`src/rtl/tdc_pkg.sv`:
```
// Shared types and width helpers for the TDC pop-count / accumulation datapath.
package tdc_pkg;

    typedef enum logic [1:0] {
        IDLE  = 2'd0,
        ACCUM = 2'd1,
        DONE  = 2'd2
    } accum_state_t;

    // Pop-count width for an N-tap line: counts 0..N inclusive.
    function automatic int unsigned pc_w(input int unsigned n);
        return $clog2(n) + 1;
    endfunction

endpackage

```
`src/rtl/pop_count_accum_if.sv`:
```
// Sample stream in, run statistics out, for the pop-count accumulator.
interface pop_count_accum_if #(
    parameter int unsigned N            = 64,
    parameter int unsigned LOG2_SAMPLES = 4
);
    import tdc_pkg::*;

    localparam int unsigned W = pc_w(N);
    localparam int unsigned L = LOG2_SAMPLES;

    logic           en;
    logic           start;
    logic           val_in;
    logic [W-1:0]   x;
    logic [W+L-1:0] sum;
    logic [W-1:0]   avg;
    logic [W-1:0]   min_out;
    logic [W-1:0]   max_out;
    logic           val_out;
    logic           busy;

    modport master (
        output en, start, val_in, x,
        input  sum, avg, min_out, max_out, val_out, busy
    );

    modport slave (
        input  en, start, val_in, x,
        output sum, avg, min_out, max_out, val_out, busy
    );

endinterface

```
`src/rtl/pop_count_min_max.sv`:
```
// Registered running min/max tracker; clear preloads min=all ones, max=0.
module pop_count_min_max #(
    parameter int unsigned W = 7
) (
    input  logic         clk,
    input  logic         rst,
    input  logic         clear,
    input  logic         sample,
    input  logic [W-1:0] x,
    output logic [W-1:0] min_val,
    output logic [W-1:0] max_val
);

    always_ff @(posedge clk) begin
        if (rst) begin
            min_val <= '1;
            max_val <= '0;
        end else if (clear) begin
            min_val <= '1;
            max_val <= '0;
        end else if (sample) begin
            if (x < min_val) min_val <= x;
            if (x > max_val) max_val <= x;
        end
    end

endmodule

```
`src/rtl/pop_count_accum.sv`:
```
// Accumulates 2**LOG2_SAMPLES pop-count samples per run; reports sum, mean, min, max.
module pop_count_accum
    import tdc_pkg::*;
#(
    parameter int unsigned N            = 64,
    parameter int unsigned LOG2_SAMPLES = 4
) (
    input  logic             clk,
    input  logic             rst,
    pop_count_accum_if.slave bus
);

    localparam int unsigned W     = pc_w(N);
    localparam int unsigned L     = LOG2_SAMPLES;
    localparam int unsigned ACC_W = W + L;
    localparam int unsigned CNT_W = (L > 0) ? L : 1;
    localparam int unsigned S     = 1 << L;

    accum_state_t     state;
    accum_state_t     state_nxt;
    logic [ACC_W-1:0] acc;
    logic [CNT_W-1:0] count;
    logic [W-1:0]     min_val;
    logic [W-1:0]     max_val;
    logic             last_c;
    logic             accept_c;
    logic             clear_c;

    assign last_c   = (count == CNT_W'(S - 1));
    assign accept_c = bus.en && (state == ACCUM) && bus.val_in;
    assign clear_c  = bus.en && (state == IDLE);
    assign bus.busy = (state != IDLE);

    // State register
    always_ff @(posedge clk) begin
        if (rst) begin
            state <= IDLE;
        end else if (bus.en) begin
            state <= state_nxt;
        end
    end

    // Next-state logic; start is only honoured from IDLE
    always_comb begin
        state_nxt = state;
        case (state)
            IDLE:    if (bus.start) state_nxt = ACCUM;
            ACCUM:   if (bus.val_in && last_c) state_nxt = DONE;
            DONE:    state_nxt = IDLE;
            default: state_nxt = IDLE;
        endcase
    end

    // Accumulator, sample counter and result registers
    always_ff @(posedge clk) begin
        if (rst) begin
            acc         <= '0;
            count       <= '0;
            bus.sum     <= '0;
            bus.avg     <= '0;
            bus.min_out <= '0;
            bus.max_out <= '0;
            bus.val_out <= 1'b0;
        end else if (bus.en) begin
            bus.val_out <= 1'b0;
            case (state)
                IDLE: begin
                    acc   <= '0;
                    count <= '0;
                end
                ACCUM: begin
                    if (bus.val_in) begin
                        acc   <= acc + ACC_W'(bus.x);
                        count <= count + CNT_W'(1);
                    end
                end
                DONE: begin
                    bus.sum     <= acc;
                    bus.avg     <= acc[ACC_W-1:L];
                    bus.min_out <= min_val;
                    bus.max_out <= max_val;
                    bus.val_out <= 1'b1;
                end
                default: ;
            endcase
        end
    end

    pop_count_min_max #(.W(W)) u_min_max (
        .clk     (clk),
        .rst     (rst),
        .clear   (clear_c),
        .sample  (accept_c),
        .x       (bus.x),
        .min_val (min_val),
        .max_val (max_val)
    );

`ifdef ASSERT_ON
    // Samples above the tap count cannot come from a valid pop-count stage
    always_ff @(posedge clk) begin
        if (!rst && accept_c) begin
            assert (bus.x <= W'(N))
                else $error("pop_count_accum: x=%0d exceeds N=%0d", bus.x, N);
        end
    end
`endif

endmodule

```
`src/flat_wrapper.sv`:
```
// flat-port wrapper written by rule: the top's interface ports become plain ports
module pop_count_accum_flat import tdc_pkg::*;
#(
    parameter int unsigned N            = 64,
    parameter int unsigned LOG2_SAMPLES = 4
)
  (clk, rst, bus_en, bus_start, bus_val_in, bus_x, bus_sum, bus_avg, bus_min_out, bus_max_out, bus_val_out, bus_busy);
  pop_count_accum_if #(.N(N), .LOG2_SAMPLES(LOG2_SAMPLES)) bus_i ();
  input  logic clk;
  input  logic rst;
  input wire logic [$bits(bus_i.en)-1:0] bus_en;
  input wire logic [$bits(bus_i.start)-1:0] bus_start;
  input wire logic [$bits(bus_i.val_in)-1:0] bus_val_in;
  input wire logic [$bits(bus_i.x)-1:0] bus_x;
  output wire logic [$bits(bus_i.sum)-1:0] bus_sum;
  output wire logic [$bits(bus_i.avg)-1:0] bus_avg;
  output wire logic [$bits(bus_i.min_out)-1:0] bus_min_out;
  output wire logic [$bits(bus_i.max_out)-1:0] bus_max_out;
  output wire logic [$bits(bus_i.val_out)-1:0] bus_val_out;
  output wire logic [$bits(bus_i.busy)-1:0] bus_busy;
  assign bus_i.en = bus_en;
  assign bus_i.start = bus_start;
  assign bus_i.val_in = bus_val_in;
  assign bus_i.x = bus_x;
  assign bus_sum = bus_i.sum;
  assign bus_avg = bus_i.avg;
  assign bus_min_out = bus_i.min_out;
  assign bus_max_out = bus_i.max_out;
  assign bus_val_out = bus_i.val_out;
  assign bus_busy = bus_i.busy;
  pop_count_accum #(.N(N), .LOG2_SAMPLES(LOG2_SAMPLES)) u_core (.clk(clk), .rst(rst), .bus(bus_i));
endmodule
```
`config.mk`:
```
export PLATFORM = sky130hd
export DESIGN_NAME = pop_count_accum_flat
export DESIGN_NICKNAME = d
export VERILOG_FILES = /design/src/rtl/tdc_pkg.sv /design/src/rtl/pop_count_accum_if.sv /design/src/rtl/pop_count_min_max.sv /design/src/rtl/pop_count_accum.sv /design/src/flat_wrapper.sv
export SDC_FILE = /design/constraint.sdc
export NUM_CORES = 1
export LEC_CHECK = 0
export ABC_AREA = 1
export CAP_MARGIN = 5
export CORE_MARGIN = 3
export CORE_UTILIZATION = 48
export CTS_CLUSTER_SIZE = 14
export DETAILED_ROUTE_END_ITERATION = 16
export GPL_TIMING_DRIVEN = 0
export PLACE_DENSITY_LB_ADDON = 0.15
export SYNTH_ARGS = -nofsm -noshare
export SYNTH_HDL_FRONTEND = slang
export SYNTH_SLANG_ARGS = --single-unit
```
`constraint.sdc`:
```
create_clock -name clk -period 2.9 [get_ports clk]
set_clock_uncertainty 0.05 [all_clocks]
set_input_delay 0.435 -clock clk [delete_from_list [all_inputs] [get_ports clk]]
set_output_delay 0.435 -clock clk [all_outputs]
set_load 0.05 [all_outputs]
```
==> results of run 1 <==
## synth_stat cells, types with 2 or more instances
cell       n  share of area, %
nand2_1   70               9.0
dfxtp_1   57                39
nor2_1    46               5.9
a21oi_1   45               7.7
inv_1     42               5.4
nand3_1   37               6.4
o21ai_0   33               5.7
ha_1      21               9.0
buf_4      9               2.3
buf_2      6               1.0
nand3b_1   6               1.5
clkbuf_1   4              0.52
inv_2      3              0.39
nor3_1     3              0.52
a21o_1     2              0.52
a21oi_2    2              0.60
nand2_2    2              0.43
nor2_4     2              0.77
## logic make-up (layout without fill, tap and decap cells)
| logic type | Yosys count | in the layout | synth area share (%) |
|---|---|---|---|
| simple gates | 170 | 170 | 25.9 |
| compound gates | 85 | 85 | 15.3 |
| flops | 57 | 57 | 39.2 |
| buf+inv | 65 | 125 | 9.80 |
| fa+ha+maj | 22 | 22 | 9.72 |
## worst min-delay path by stage
stage	start	to	slack (ps)	depth (start not counted)
final	u_core.count[3]$_SDFFE_PP0P_	u_core.count[3]$_SDFFE_PP0P_	400	1
after global routing	u_core.count[3]$_SDFFE_PP0P_	u_core.count[3]$_SDFFE_PP0P_	430	1
after CTS	u_core.count[3]$_SDFFE_PP0P_	u_core.count[3]$_SDFFE_PP0P_	410	1
after detailed placement	u_core.u_min_max.min_val[2]$_SDFFE_PP1P_	u_core.u_min_max.min_val[2]$_SDFFE_PP1P_	390	2
after global placement	u_core.count[3]$_SDFFE_PP0P_	u_core.count[3]$_SDFFE_PP0P_	390	1
after floorplan	u_core.count[3]$_SDFFE_PP0P_	u_core.count[3]$_SDFFE_PP0P_	370	1
## metal layers
metal,vias up,track usage [%]
met5,-,0
met1,1277,28.5
met2,77,32.3
li1,1409,-
met4,0,6.58
met3,11,5.63
## critical path: stages (launching register included)
cell,delay [ps]
dfxtp_1,420
nor2_1,110
inv_1,60
clkdlybuf4s50_1,790
## power by group
part           internal (mW)  switching, mW
combinational          0.117          0.225
sequential             0.813         0.0198
clock                  0.467          0.312
## state kept, by name, summed over array words and instances (netlist names)
name	cells
u_core.state	2
u_core.count	4
u_core.bus.max_out	7
u_core.acc	11
u_core.bus.avg	7
u_core.u_min_max.min_val	7
u_core.bus.sum	4
u_core.bus.min_out	7
u_core.bus.val_out	1
u_core.u_min_max.max_val	7
## per-stage QoR
| step | utilization (%) | setup WS [ps] | power [mW] | cells |
|---|---|---|---|---|
| detailed placement | 60.6 | 455 | 1.19 | 515 |
| finish | 64.3 | 697 | 1.95 | 531 |
| CTS | 64.3 | 693 | 1.96 | 531 |
| global placement | 60.6 | 498 | 1.18 | 515 |
| floorplan | - | 1120 | 1.08 | 399 |
| global route | 64.3 | 609 | 2.04 | 531 |
## final cells by class
| type | count | area share (%) |
|---|---|---|
| Inverter | 46 | 4.73 |
| Multi-Input combinational cell | 277 | 40.7 |
| Clock inverter | 2 | 0.960 |
| Buffer | 19 | 3.09 |
| Tap cell | 72 | 2.47 |
| Clock buffer | 14 | 4.73 |
| Timing Repair Buffer | 44 | 12.1 |
| Sequential cell | 57 | 31.3 |
==> report_table.html, run 1 <==
<table>
<tr><th>Metric</th><th>Value</th></tr>
<tr><th colspan="2">Placed design</th></tr>
<tr><td>Final estimated routing congestion in global placement</td><td>0.910</td></tr>
<tr><td>DP Area</td><td>3440 µm²</td></tr>
<tr><td>Half-perimeter wire length of the detailed placement result</td><td>5270 µm</td></tr>
<tr><td># port buffers</td><td>44</td></tr>
<tr><th colspan="2">STA</th></tr>
<tr><td>Unrepaired setup endpoints after global routing</td><td>false</td></tr>
<tr><td>Worst Max-Slew Pin Slew</td><td>549 ps</td></tr>
<tr><td>Max Transition Viols Final</td><td>0</td></tr>
<tr><td>Final cycle utilization of the critical path</td><td>76.0%</td></tr>
<tr><td>Final Hold Violating Endpoints</td><td>0</td></tr>
<tr><td>Shortest clock period the worst path allows after layout</td><td>2200 ps</td></tr>
<tr><td>Max frequency</td><td>454 MHz</td></tr>
<tr><td>Worst slew slack as a fraction of its limit</td><td>63.4%</td></tr>
<tr><td>Accumulated negative setup slack</td><td>0 ps</td></tr>
<tr><td>Worst hold slack across all endpoints</td><td>405 ps</td></tr>
<tr><td>Number of setup violations in the final report</td><td>0</td></tr>
<tr><th colspan="2">Layout</th></tr>
<tr><td>Area taken by flip-flops and latches</td><td>1140 µm²</td></tr>
<tr><td>Final net count</td><td>488</td></tr>
<tr><td>Most frequent cells in the layout</td><td>nand2_1 (70), dfxtp_1 (57), nor2_1 (46)</td></tr>
<tr><td>Design area</td><td>around 3600 µm²</td></tr>
<tr><td>Leading cell type in the layout, fill and taps excluded</td><td>nand2_1</td></tr>
<tr><td>Final antenna diode count</td><td>0</td></tr>
<tr><td>Syn-to-layout area delta</td><td>25.4%</td></tr>
<tr><td>Number of filler cells placed in the layout</td><td>545</td></tr>
<tr><td>Share of final-layout standard cells stronger than drive strength 1</td><td>9.15%</td></tr>
<tr><td>Area taken by multi-input logic gates</td><td>1480 µm²</td></tr>
<tr><th colspan="2">Drt</th></tr>
<tr><td>Routed wire length per instance</td><td>13.7 µm</td></tr>
<tr><td>Via/cell ratio</td><td>about 5.2</td></tr>
<tr><td>Total vias in the final route</td><td>2774</td></tr>
<tr><td>Detailed Routing Iterations Pass 1</td><td>4</td></tr>
<tr><td>Met2 wire len</td><td>between 3000 and 4000 µm</td></tr>
<tr><td>Wire length the detailed router placed on met1</td><td>between 3000 and 4000 µm</td></tr>
<tr><td>Total met3 wirelength after detailed routing</td><td>about 440 µm</td></tr>
<tr><td>Number of DRC violations after detailed-routing iteration 0</td><td>150</td></tr>
<tr><td>Uppermost signal routing layer after detailed routing</td><td>met4</td></tr>
<tr><td>DRC violations left</td><td>0</td></tr>
<tr><td>Number of nets with antenna violations after routing</td><td>0</td></tr>
<tr><td>Total routed wirelength</td><td>7270 µm</td></tr>
<tr><th colspan="2">Logic synthesis</th></tr>
<tr><td>Post-synth top flop</td><td>dfxtp_1</td></tr>
<tr><td>Sequential element share of the synthesized area</td><td>~39%</td></tr>
<tr><td>Cells after synthesis</td><td>399</td></tr>
<tr><td>Netlist area before placement</td><td>2910 µm²</td></tr>
<tr><td>Post-Synthesis Net Count</td><td>433</td></tr>
<tr><td>Average footprint of a synthesized cell</td><td>7.29 µm²</td></tr>
<tr><td>Number of unique standard cell types used by synthesis</td><td>27</td></tr>
<tr><td>Share of flip-flops with an asynchronous set or reset after synthesis</td><td>0%</td></tr>
<tr><td>Warnings from Yosys</td><td>0</td></tr>
<tr><td>Number of synthesized flops with an enable pin</td><td>0</td></tr>
<tr><td>Flop and latch count out of synthesis</td><td>57</td></tr>
<tr><th colspan="2">Global routing</th></tr>
<tr><td>Global-route wire length before repair</td><td>around 12000 µm</td></tr>
<tr><td>Sum of overflow across all layers after global routing</td><td>0</td></tr>
<tr><td>GR Util All Layers</td><td>21.0%</td></tr>
<tr><td>Maximum number of pins on one net before global-route repair</td><td>11</td></tr>
<tr><td>Via count of the first global-routing pass</td><td>2459</td></tr>
<tr><td>Antenna violations before repair</td><td>0</td></tr>
<tr><th colspan="2">Clocking</th></tr>
<tr><td>Cts hold-fix bufs</td><td>0</td></tr>
<tr><td>Maximum buffer depth of the clock tree</td><td>2</td></tr>
<tr><td>Total of cells resized after clock tree synthesis</td><td>0</td></tr>
<tr><td>CTS tree</td><td>done</td></tr>
<tr><td>Clock slew at reported path FFs</td><td>70 ps</td></tr>
<tr><td>Number of clock sinks</td><td>57</td></tr>
<tr><td>Clock insertion delay at the later pin of the skew report</td><td>between 300 and 400 ps</td></tr>
<tr><td>Number of buffers created by CTS</td><td>9</td></tr>
<tr><td>Cell at the root of the clock tree</td><td>clkbuf_8</td></tr>
<tr><td>H-Tree Depth</td><td>3</td></tr>
<tr><td>Post-CTS setup-driven buffer insertion count</td><td>0</td></tr>
<tr><th colspan="2">Setup path</th></tr>
<tr><td>Start-to-end type of the worst setup path</td><td>reg2out</td></tr>
<tr><td>CP max FO</td><td>5</td></tr>
<tr><td>Register-to-Register Setup Slack</td><td>1100 ps</td></tr>
<tr><td>Critical path capture point</td><td>bus_busy</td></tr>
<tr><td>Critical Path Start</td><td>u_core.state[0]$_SDFFE_PP0P_</td></tr>
<tr><td>Kind of launch point of the worst setup path</td><td>register</td></tr>
<tr><td>Critical Path End Type</td><td>primary output</td></tr>
<tr><td>Critical R2R Capture</td><td>u_core.bus.avg[6]$_SDFFE_PP0P_</td></tr>
<tr><td>Startpoint of the most critical register-to-register path</td><td>u_core.state[1]$_SDFFE_PP0P_</td></tr>
<tr><td>Worst reg-to-reg path cell count</td><td>5</td></tr>
<tr><td>Req. time, crit path</td><td>2410 ps</td></tr>
<tr><td>Worst Path Arrival</td><td>1720 ps</td></tr>
<tr><th colspan="2">Floorplan</th></tr>
<tr><td>CORE AREA</td><td>~5700 µm²</td></tr>
<tr><td>Die Span Y</td><td>83.9 µm</td></tr>
<tr><td>Count of boundary I/O pins</td><td>46</td></tr>
<tr><td>Floorplan die width</td><td>83.9 µm</td></tr>
<tr><td>Die Area</td><td>7030 µm²</td></tr>
<tr><td>Count of standard-cell rows</td><td>27</td></tr>
<tr><td>Initial core utilization</td><td>about half</td></tr>
<tr><th colspan="2">Power and ir drop</th></tr>
<tr><td>IR Drop Worst-Case VDD</td><td>between 0.4 and 0.5 mV</td></tr>
<tr><td>Leakage dissipation</td><td>between 1.5 and 2 nW</td></tr>
<tr><td>Cell area power density</td><td>536 nW/µm²</td></tr>
<tr><th colspan="2">Status</th></tr>
<tr><td>Outcome</td><td>completed</td></tr>
<tr><th colspan="2">Job</th></tr>
<tr><td>Max-cap viol count</td><td>0</td></tr>
<tr><th colspan="2">Hold path</th></tr>
<tr><td>HP Class</td><td>reg2reg</td></tr>
</table>
Power figures use the tool's default switching activity.
==> run 2: changes to the inputs <==
==> constraint.sdc (replaced) <==
create_clock -name clk -period 1.85 [get_ports clk]
set_clock_uncertainty 0.05 [all_clocks]
set_input_delay 0.2775 -clock clk [delete_from_list [all_inputs] [get_ports clk]]
set_output_delay 0.2775 -clock clk [all_outputs]
set_load 0.05 [all_outputs]
==> run 2 against run 1 <==
Design area grew 1.5%. Critical path type unchanged. Non-clock buffer count grew 4. Flip-flop and latch count is the same.
==> report_table.html, run 2 (synthesized netlist as in run 1, its figures left out) <==
<table>
<tr><th>Metric</th><th>Value</th></tr>
<tr><th colspan="2">Status</th></tr>
<tr><td>Outcome</td><td>completed</td></tr>
<tr><th colspan="2">Layout</th></tr>
<tr><td>Most frequent cells in the layout</td><td>nand2_1 (70), dfxtp_1 (57), nor2_1 (46)</td></tr>
<tr><td>Leading cell type in the layout, fill and taps excluded</td><td>nand2_1</td></tr>
<tr><td>Number of filler cells placed in the layout</td><td>542</td></tr>
<tr><td>Syn-to-layout area delta</td><td>27.2%</td></tr>
<tr><td>Share of final-layout standard cells stronger than drive strength 1</td><td>about 11%</td></tr>
<tr><td>Final net count</td><td>492</td></tr>
<tr><td>Largest Register</td><td>u_core.acc</td></tr>
<tr><td>Final antenna diode count</td><td>0</td></tr>
<tr><td>Area taken by flip-flops and latches</td><td>1140 µm²</td></tr>
<tr><td>Non-filler cells, final</td><td>535</td></tr>
<tr><td>Design area</td><td>between 3000 and 4000 µm²</td></tr>
<tr><td>Area taken by multi-input logic gates</td><td>roughly 1500 µm²</td></tr>
<tr><td>Number of flip-flops in the largest register</td><td>11</td></tr>
<tr><th colspan="2">Setup path</th></tr>
<tr><td>Ordered cell list for the critical path</td><td>clkdlybuf4s50_1</td></tr>
<tr><td>Critical path capture point</td><td>bus_max_out[0]</td></tr>
<tr><td>Critical Path Start</td><td>u_core.bus.max_out[0]$_SDFFE_PP0P_</td></tr>
<tr><td>Delay of the slowest critical-path stage</td><td>just over 800 ps</td></tr>
<tr><td>Startpoint of the most critical register-to-register path</td><td>u_core.acc[0]$_SDFFE_PP0P_</td></tr>
<tr><td>Number of buffers and inverters on the critical path</td><td>1</td></tr>
<tr><td>Family of cells with the greatest summed delay on the critical path</td><td>buffers and inverters</td></tr>
<tr><td>Req. time, crit path</td><td>1520 ps</td></tr>
<tr><td>Worst reg-to-reg path cell count</td><td>7</td></tr>
<tr><td>Cell count along the critical path</td><td>1</td></tr>
<tr><td>Register-to-Register Setup Slack</td><td>110 ps</td></tr>
<tr><td>Critical Path End Type</td><td>primary output</td></tr>
<tr><td>CP max FO</td><td>2</td></tr>
<tr><td>Worst-path cell with the longest stage delay</td><td>clkdlybuf4s50_1</td></tr>
<tr><td>Worst Path Arrival</td><td>around 1500 ps</td></tr>
<tr><td>Kind of launch point of the worst setup path</td><td>register</td></tr>
<tr><td>Start-to-end type of the worst setup path</td><td>reg2out</td></tr>
<tr><td>Critical R2R Capture</td><td>u_core.acc[4]$_SDFFE_PP0P_</td></tr>
<tr><th colspan="2">Floorplan</th></tr>
<tr><td>Die Area</td><td>7030 µm²</td></tr>
<tr><td>Initial core utilization</td><td>51.3%</td></tr>
<tr><td>Count of standard-cell rows</td><td>27</td></tr>
<tr><td>CORE AREA</td><td>5680 µm²</td></tr>
<tr><td>Floorplan die width</td><td>83.9 µm</td></tr>
<tr><td>Count of boundary I/O pins</td><td>46</td></tr>
<tr><td>Die Span Y</td><td>around 84 µm</td></tr>
<tr><th colspan="2">Placed design</th></tr>
<tr><td># port buffers</td><td>44</td></tr>
<tr><td>Cell total after placement</td><td>between 500 and 600</td></tr>
<tr><td>Half-perimeter wire length of the detailed placement result</td><td>between 5000 and 6000 µm</td></tr>
<tr><td>DP Area</td><td>about 3400 µm²</td></tr>
<tr><td>Final estimated routing congestion in global placement</td><td>between 0.9 and 1</td></tr>
<tr><th colspan="2">Clocking</th></tr>
<tr><td>Clock slew at reported path FFs</td><td>~70 ps</td></tr>
<tr><td>Clock insertion delay at the later pin of the skew report</td><td>340 ps</td></tr>
<tr><td>Maximum buffer depth of the clock tree</td><td>2</td></tr>
<tr><td>Number of clock sinks</td><td>57</td></tr>
<tr><td>Number of buffers created by CTS</td><td>9</td></tr>
<tr><td>CTS tree</td><td>done</td></tr>
<tr><td>H-Tree Depth</td><td>3</td></tr>
<tr><td>Cts hold-fix bufs</td><td>0</td></tr>
<tr><td>Cell at the root of the clock tree</td><td>clkbuf_8</td></tr>
<tr><th colspan="2">STA</th></tr>
<tr><td>Worst slew slack as a fraction of its limit</td><td>about three fifths</td></tr>
<tr><td>Worst Max-Slew Pin Slew</td><td>584 ps</td></tr>
<tr><td>Final Hold Violating Endpoints</td><td>0</td></tr>
<tr><td>Number of setup violations in the final report</td><td>0</td></tr>
<tr><td>Shortest clock period the worst path allows after layout</td><td>1810 ps</td></tr>
<tr><td>Final cycle utilization of the critical path</td><td>97.9%</td></tr>
<tr><td>Max Transition Viols Final</td><td>0</td></tr>
<tr><td>Worst hold slack across all endpoints</td><td>287 ps</td></tr>
<tr><td>Max frequency</td><td>~550 MHz</td></tr>
<tr><th colspan="2">Global routing</th></tr>
<tr><td>Maximum number of pins on one net before global-route repair</td><td>11</td></tr>
<tr><td>Most Crowded Layer GR</td><td>met2</td></tr>
<tr><td>Antenna violations before repair</td><td>0</td></tr>
<tr><td>Sum of overflow across all layers after global routing</td><td>0</td></tr>
<tr><td>Met2 usage</td><td>32.4%</td></tr>
<tr><td>Met3 Resource Use GR</td><td>5.63%</td></tr>
<tr><td>GR Util All Layers</td><td>between 20% and 30%</td></tr>
<tr><td>Via count of the first global-routing pass</td><td>2448</td></tr>
<tr><td>GRT met1 Usage</td><td>28.3%</td></tr>
<tr><td>Global-route wire length before repair</td><td>about 12000 µm</td></tr>
<tr><th colspan="2">Drt</th></tr>
<tr><td>Number of nets with antenna violations after routing</td><td>0</td></tr>
<tr><td>Number of DRC violations after detailed-routing iteration 0</td><td>157</td></tr>
<tr><td>Total routed wirelength</td><td>between 7000 and 8000 µm</td></tr>
<tr><td>Via/cell ratio</td><td>5.24</td></tr>
<tr><td>Total vias in the final route</td><td>2801</td></tr>
<tr><td>DRC violations left</td><td>0</td></tr>
<tr><td>Routed wire length per instance</td><td>13.7 µm</td></tr>
<tr><td>Detailed Routing Iterations Pass 1</td><td>4</td></tr>
<tr><th colspan="2">Hold path</th></tr>
<tr><td>HP Class</td><td>in2reg</td></tr>
<tr><td>Number of cells on the worst hold path</td><td>2</td></tr>
<tr><th colspan="2">Power and ir drop</th></tr>
<tr><td>Design Power</td><td>3.06 mW</td></tr>
<tr><td>Cell area power density</td><td>around 830 nW/µm²</td></tr>
<tr><td>IR Drop Worst-Case VDD</td><td>0.677 mV</td></tr>
<tr><td>Leakage dissipation</td><td>1.92 nW</td></tr>
<tr><th colspan="2">Job</th></tr>
<tr><td>Max-cap viol count</td><td>0</td></tr>
</table>
run 2: changes by cell type in the layout (fill, tap and decap cells not counted), sizes merged:
cell	delta
clkbuf	+1
dlygate4sd2	+12
clkdlybuf4s50	-25
dlymetal6s2s	+12
buf	+4
run 2: through the flow:
step	TNS (ps)	util (%)	worst slack, ps
global route	-2.64	65.2	-2.64
floorplan	0	-	208
detailed placement	-14510	60.6	-438
global placement	-12730	60.6	-395
finish	0	65.2	39.7
CTS	0	64.1	9.77
run 2: routing by layer:
metal,up-vias,part of all wire [%]
met2,75,44
met3,10,6.7
met1,1295,48
li1,1421,-
met5,-,0
met4,0,1.1
run 2: worst min-delay path by stage:
| stage | slack (ps) | start | end |
|---|---|---|---|
| after floorplan | 360 | bus_x[4] | u_core.u_min_max.max_val[4]$_SDFFE_PP0P_ |
| after global placement | 390 | u_core.count[3]$_SDFFE_PP0P_ | u_core.count[3]$_SDFFE_PP0P_ |
| after detailed placement | 390 | u_core.u_min_max.min_val[2]$_SDFFE_PP1P_ | u_core.u_min_max.min_val[2]$_SDFFE_PP1P_ |
| after CTS | 280 | rst | u_core.count[0]$_SDFFE_PP0P_ |
| after global routing | 330 | rst | u_core.acc[6]$_SDFFE_PP0P_ |
| final | 290 | rst | u_core.count[0]$_SDFFE_PP0P_ |
run 2: cell type report:
cell class	instances	share of cell area, %
timing repair buffer	48	13.0
clock buffer	14	4.66
clock inverter	2	0.946
tap	72	2.43
multi-input combinational	277	40.4
buffer	19	3.04
inverter	46	4.70
sequential	57	30.8
run 2: report_power, final:
group	internal (mW)	leakage (nW)	switching, mW
clock	0.732	0.107	0.493
combinational	0.176	1.35	0.355
sequential	1.27	0.463	0.0316
total	2.18	1.92	0.879
run 2: timing repair:
action / CTS / global route
endpoints found under the setup margin: 25 / 44
resized for setup: 15 / 17
setup buffers: 0 / 4
pin swaps: 0 / 2
hold endpoints to repair: 0 / 0
==> run 3: changes to the inputs <==
--- a/config.mk
+++ b/config.mk
@@ -9,9 +9,11 @@
 export CAP_MARGIN = 5
 export CORE_MARGIN = 3
 export CORE_UTILIZATION = 48
+export CTS_CLUSTER_DIAMETER = 200
 export CTS_CLUSTER_SIZE = 14
 export DETAILED_ROUTE_END_ITERATION = 16
 export GPL_TIMING_DRIVEN = 0
+export HOLD_SLACK_MARGIN = 0.02
 export PLACE_DENSITY_LB_ADDON = 0.15
 export SYNTH_ARGS = -nofsm -noshare
 export SYNTH_HDL_FRONTEND = slang
==> results of run 3 <==
Final layout, timing and power as in run 2 (identical DEF).
